File: src/rtl/ysyx_l1i_fetch.sv
// Instruction-fetch stage with a set-associative L1 I-cache refilled by one burst per line.
// Build with YSYX_L1I_EN defined for the cache; without it every fetch is a single-beat bus read.
module ysyx_l1i_fetch #(
    parameter int ADDR_W     = 32,
    parameter int DATA_W     = 32,
    parameter int LINE_WORDS = 4,
    parameter int SETS       = 16,
    parameter int WAYS       = 2
) (
    input  logic              clk,
    input  logic              rst,
    input  logic              prev_valid,
    output logic              ready_o,
    input  logic [ADDR_W-1:0] pc,
    input  logic              flush_i,
    output logic              valid_o,
    input  logic              next_ready,
    output logic [DATA_W-1:0] inst_o,
    output logic [ADDR_W-1:0] pc_o,
    output logic [ADDR_W-1:0] ifu_araddr_o,
    output logic [7:0]        ifu_arlen_o,
    output logic              ifu_arvalid_o,
    input  logic              ifu_arready,
    input  logic [DATA_W-1:0] ifu_rdata,
    input  logic              ifu_rvalid,
    input  logic              ifu_rlast
);
    localparam int OFF_W  = $clog2(LINE_WORDS * 4);
    localparam int WSEL_W = (LINE_WORDS > 1) ? $clog2(LINE_WORDS) : 1;
    localparam int IDX_W  = $clog2(SETS);
    localparam int TAG_W  = ADDR_W - OFF_W - IDX_W;

    localparam logic [2:0] S_IDLE   = 3'd0;
    localparam logic [2:0] S_LOOKUP = 3'd1;
    localparam logic [2:0] S_REQ    = 3'd2;
    localparam logic [2:0] S_FILL   = 3'd3;
    localparam logic [2:0] S_OUT    = 3'd4;

    logic [2:0]        state;
    logic [ADDR_W-1:0] req_addr;
    logic [ADDR_W-1:0] pc_al;
    logic              accept;

    // Handshakes: a transfer happens on a rising edge where both valid and ready are high.
    assign ready_o       = (state == S_IDLE) || ((state == S_OUT) && next_ready);
    assign valid_o       = (state == S_OUT);
    assign ifu_arvalid_o = (state == S_REQ);
    assign accept        = prev_valid && ready_o;
    assign pc_al         = {pc[ADDR_W-1:2], 2'b00};

`ifdef YSYX_L1I_EN
    assign ifu_arlen_o = 8'(LINE_WORDS - 1);

    logic [DATA_W-1:0] data_mem [WAYS][SETS][LINE_WORDS];
    logic [TAG_W-1:0]  tag_mem  [WAYS][SETS];
    logic [SETS-1:0]   valid_q  [WAYS];
    logic [SETS-1:0]   lru_q;
    logic              flush_seen;
    logic              victim_q;
    logic [WSEL_W-1:0] beat_cnt;

    logic [IDX_W-1:0]  idx;
    logic [TAG_W-1:0]  tag;
    logic [WSEL_W-1:0] word_sel;
    logic [ADDR_W-1:0] line_addr;
    logic              hit;
    logic              hit_way;
    logic              victim;
    logic              last_beat;
    logic [DATA_W-1:0] hit_word;

    assign idx       = req_addr[OFF_W +: IDX_W];
    assign tag       = req_addr[ADDR_W-1 -: TAG_W];
    assign word_sel  = req_addr[2 +: WSEL_W] & WSEL_W'(LINE_WORDS - 1);
    assign line_addr = {req_addr[ADDR_W-1:OFF_W], {OFF_W{1'b0}}};
    assign last_beat = ifu_rvalid && (beat_cnt == WSEL_W'(LINE_WORDS - 1));
    assign hit_word  = data_mem[hit_way][idx][word_sel];

    always_comb begin
        hit     = 1'b0;
        hit_way = 1'b0;
        for (int w = 0; w < WAYS; w++) begin
            if (valid_q[w][idx] && (tag_mem[w][idx] == tag)) begin
                hit     = 1'b1;
                hit_way = 1'(w);
            end
        end
    end

    // Invalid way0 first, then invalid way1, otherwise the way the LRU bit names.
    always_comb begin
        victim = 1'b0;
        if (WAYS > 1) begin
            if (!valid_q[0][idx])
                victim = 1'b0;
            else if (!valid_q[WAYS-1][idx])
                victim = 1'b1;
            else
                victim = lru_q[idx];
        end
    end

    always_ff @(posedge clk) begin
        if ((state == S_FILL) && ifu_rvalid)
            data_mem[victim_q][idx][beat_cnt] <= ifu_rdata;
        if ((state == S_FILL) && last_beat)
            tag_mem[victim_q][idx] <= tag;
    end

    always_ff @(posedge clk or posedge rst) begin
        if (rst)
            beat_cnt <= '0;
        else if (state == S_REQ)
            beat_cnt <= '0;
        else if ((state == S_FILL) && ifu_rvalid)
            beat_cnt <= beat_cnt + 1'b1;
    end

    // The victim is invalidated as soon as it is chosen so a half-written line is never hit.
    always_ff @(posedge clk or posedge rst) begin
        if (rst) begin
            for (int w = 0; w < WAYS; w++)
                valid_q[w] <= '0;
            lru_q      <= '0;
            flush_seen <= 1'b0;
            victim_q   <= 1'b0;
        end else begin
            if ((state == S_LOOKUP) && !hit) begin
                victim_q   <= victim;
                flush_seen <= 1'b0;
            end else if (((state == S_REQ) || (state == S_FILL)) && flush_i) begin
                flush_seen <= 1'b1;
            end

            if (flush_i) begin
                for (int w = 0; w < WAYS; w++)
                    valid_q[w] <= '0;
            end else if ((state == S_LOOKUP) && !hit) begin
                valid_q[victim][idx] <= 1'b0;
            end else if ((state == S_FILL) && last_beat && !flush_seen) begin
                valid_q[victim_q][idx] <= 1'b1;
            end

            if (WAYS > 1) begin
                if ((state == S_LOOKUP) && hit)
                    lru_q[idx] <= ~hit_way;
                else if ((state == S_FILL) && last_beat)
                    lru_q[idx] <= ~victim_q;
            end
        end
    end

    logic unused_ok;
    assign unused_ok = ^{ifu_rlast, pc[1:0]};
`else
    assign ifu_arlen_o = 8'd0;

    logic unused_ok;
    assign unused_ok = ^{ifu_rlast, pc[1:0], flush_i};
`endif

    always_ff @(posedge clk or posedge rst) begin
        if (rst) begin
            state        <= S_IDLE;
            req_addr     <= '0;
            ifu_araddr_o <= '0;
            inst_o       <= '0;
            pc_o         <= '0;
        end else begin
            case (state)
                S_IDLE, S_OUT: begin
                    if (accept) begin
                        req_addr <= pc_al;
`ifdef YSYX_L1I_EN
                        state    <= S_LOOKUP;
`else
                        ifu_araddr_o <= pc_al;
                        state        <= S_REQ;
`endif
                    end else if ((state == S_OUT) && next_ready) begin
                        state <= S_IDLE;
                    end
                end
`ifdef YSYX_L1I_EN
                S_LOOKUP: begin
                    if (hit) begin
                        inst_o <= hit_word;
                        pc_o   <= req_addr;
                        state  <= S_OUT;
                    end else begin
                        ifu_araddr_o <= line_addr;
                        state        <= S_REQ;
                    end
                end
`endif
                S_REQ: begin
                    if (ifu_arready)
                        state <= S_FILL;
                end
                S_FILL: begin
`ifdef YSYX_L1I_EN
                    if (ifu_rvalid) begin
                        if (beat_cnt == word_sel)
                            inst_o <= ifu_rdata;
                        if (last_beat) begin
                            pc_o  <= req_addr;
                            state <= S_OUT;
                        end
                    end
`else
                    if (ifu_rvalid) begin
                        inst_o <= ifu_rdata;
                        pc_o   <= req_addr;
                        state  <= S_OUT;
                    end
`endif
                end
                default: state <= S_IDLE;
            endcase
        end
    end
endmodule
File: config.mk
export PLATFORM = sky130hd
export DESIGN_NAME = ysyx_l1i_fetch
export DESIGN_NICKNAME = d
export VERILOG_FILES = /design/src/rtl/ysyx_l1i_fetch.sv
export SDC_FILE = /design/constraint.sdc
export NUM_CORES = 1
export LEC_CHECK = 0
export CAP_MARGIN = 15
export CORE_MARGIN = 4
export CORE_UTILIZATION = 42
export CTS_CLUSTER_SIZE = 30
export DETAILED_ROUTE_END_ITERATION = 6
export PLACE_DENSITY = 0.89
export SYNTH_ARGS = -nofsm -noshare
export SYNTH_HDL_FRONTEND = slang
export SYNTH_SLANG_ARGS = --single-unit
File: constraint.sdc
create_clock -name clk -period 3.5 [get_ports clk]
set_input_delay 0.35 -clock clk [delete_from_list [all_inputs] [get_ports clk]]
set_output_delay 0.35 -clock clk [all_outputs]
set_load 0.01 [all_outputs]
==> results.cfg <==
[outcome]
outcome = complete, no violations

[yosys]
ys_types = 17
synth_ff_type = dfrtp_1
synth_cells = 225
synth-seq-cells = 95
yosys_warnings = 0
seq_area_frac_synth = 0.595
synth_edf_count = 0
synth.avg_cell_area_um2 = 17.8
synth_commonest_cells = dfrtp_1, mux2_4, mux2_2
synth_top_cell_area_share = 0.595
synth_most_common_cell = dfrtp_1
synth_top_cell_by_area = dfrtp_1
async_flop_share = 1.00
yosys-top-cells-area = dfrtp_1, mux2_4, mux2_2
synth_area_mm2 = 0.00400

[layout]
nFillCells = 726
drive_above_1_share = 0.286
final_cell_count_no_fill = 524
area_growth_pct = 44.5
layout.nets = 462
antenna_cells = 0

[pwr]
peakVddDrop_mv = 0.486
power.density_mw_per_mm2 = 911
switchingPower_w = 0.00159
p_sw_frac = 0.301
p_leak_nw = 2.65
clkPwrFrac = 0.123
pwr-share-seq = 0.382
p_int_w = 0.00367
combPwrFrac = 0.496

[clocking]
post_cts_buffers = 0
h-tree-depth = 3
cts_hold_buf = 0
cts_sinks = 95
path_clk_slew_ps = 90
cts_resized = 0
numCtsBuffers = 9
cts_tree = done
cts.path.max_buffers = 2
root_buffer = clkbuf_8
clkLatencyLatePin_ps = 340

[drt]
detail_route.iter0.violations = 79
drtPass1Iterations = 3
avgViaCountPerCell = 4.57
routed_wl_um = 8690
drcViolationCount = 0
drtAntennaViolNets = 0
vias = 2395
routedWlPerCell_um = 16.6

[sta]
hold_viol_final = 0
clock.fmax_ghz = 0.491
finalCritPeriodShare = 0.582
period_minus_slack_ps = 2040
finalClockSkew_ps = 9.48
setup-tns-final_ps = 0
slew_viol_final = 0
rsz0062_at_grt = false
setup_viol_count_final = 0
tightestPinTransition_ps = 849
max-slew-margin-rel = 0.433

[die]
fp.dieArea_mm2 = 0.0111
die_h_um = 106
io_pins = 179
start_util = 0.432
die_w_um = 106
coreArea_mm2 = 0.00924
fp-row-count = 35

[global_routing]
grt_pass1_wl_um = 14100
use_met3 = 0.0539
grt_pass1_vias = 2690
grt_overflow_total = 0
met2_usage = 0.270
grt-busiest-layer = met2
grt_usage = 0.161
grt_antenna_before_repair = 0
grt_max_degree = 69
use_met1 = 0.190

[critical_path]
startpoint = state[0]
r2r-start = state[0]
worstPathArrival_ps = 1690
cp_data_required_time_ps = 3150
setup.worst_path.start_class = register
cp-end-kind = output port
cp_max_fo = 5
critPathKind = register to output port

[run]
cap_violations = 0

[placement]
place_inst = 508
gp_congestion = 0.731
hpwl_um = 6440
port_buffers = 162

[hold_path]
hp-class = input pin to async pin
critical path: stages (launching register included):
cell             delay [ps]
dfrtp_1                 440
nor2_1                  210
and2_1                  160
clkdlybuf4s50_1         530
per-layer routing:
layer  part of all wire  routed length, um  vias to the layer above
li1                   -                  -                     1079
met1               0.40               3490                     1195
met2               0.50               4350                      108
met3              0.079                689                       13
met4              0.018                157                        0
met5                  0                  0                        -
layout by cell type (no fill, tap or decap):
cell type / count
dfrtp_1: 95
nand2b_4: 1
and2_1: 2
inv_1: 1
clkinvlp_4: 3
buf_12: 1
mux2_4: 59
clkbuf_8: 10
o31ai_1: 1
mux2i_1: 1
o21ai_0: 1
and2_4: 1
inv_4: 1
clkdlybuf4s50_1: 162
mux2_2: 33
buf_4: 2
clkinv_4: 1
nand2b_1: 2
clkbuf_1: 2
nand3_2: 1
conb_1: 12
nor2_1: 3
final cells by class:
class / count / area [um^2] / area share
timing repair buffer: 165 / 1660 / 0.287
sequential: 95 / 2380 / 0.412
inverter: 2 / 10.0 / 0.00173
clock inverter: 4 / 31.3 / 0.00542
tap: 129 / 161 / 0.0279
clock buffer: 12 / 145 / 0.0251
multi-input combinational: 117 / 1390 / 0.241
registers in the layout, summed over array words and instances, names as in the netlist:
signal	flops
inst_o	32
pc_o	30
req_addr	30
state	3
power by group through the flow:
| stage | sequential, W | combinational (W) | clock (W) |
|---|---|---|---|
| finish | 0.00201 | 0.00261 | 0.000645 |
| CTS | 0.00201 | 0.00265 | 0.000669 |
| detailed placement | 0.00203 | 0.00264 | 0 |
| global route | 0.00209 | 0.00275 | 0.000717 |
| global placement | 0.00198 | 0.00259 | 0 |
| floorplan | 0.00223 | 0.00108 | 0 |
logic make-up (layout without fill, tap and decap cells):
| group | count (synthesis) | in the layout | synth area share |
|---|---|---|---|
| multiplexers | 93 | 93 | 0.317 |
| flip-flops | 95 | 95 | 0.595 |
| AO/OA/AOI/OAI | 2 | 2 | 0.00313 |
| other | 1 | 12 | 0.000938 |
| buffers and inverters | 24 | 183 | 0.0679 |
| AND/OR/NAND/NOR | 10 | 10 | 0.0160 |
stage by stage:
stage	utilization	cell area [um^2]	power [W]	hold slack, ps	setup slack (ps)
after floorplan	-	4040	0.00332	455	673
after global routing	0.625	5780	0.00556	529	1330
after detailed placement	0.606	5600	0.00467	492	1100
final	0.625	5780	0.00526	508	1460
after global placement	0.606	5600	0.00457	485	1170
after CTS	0.625	5780	0.00534	512	1440
worst paths after layout:
path,endpoint,slack (ps),depth (start not counted)
setup / recovery,valid_o,1460,3
hold / removal,pc_o[17],510,2
setup reg to reg,req_addr[15],1490,3
hold reg to reg,inst_o[12],510,1
max in group asynchronous,pc_o[6],2250,3
min in group clk,inst_o[12],510,1
No activity file was read; power rests on OpenSTA's default activity.
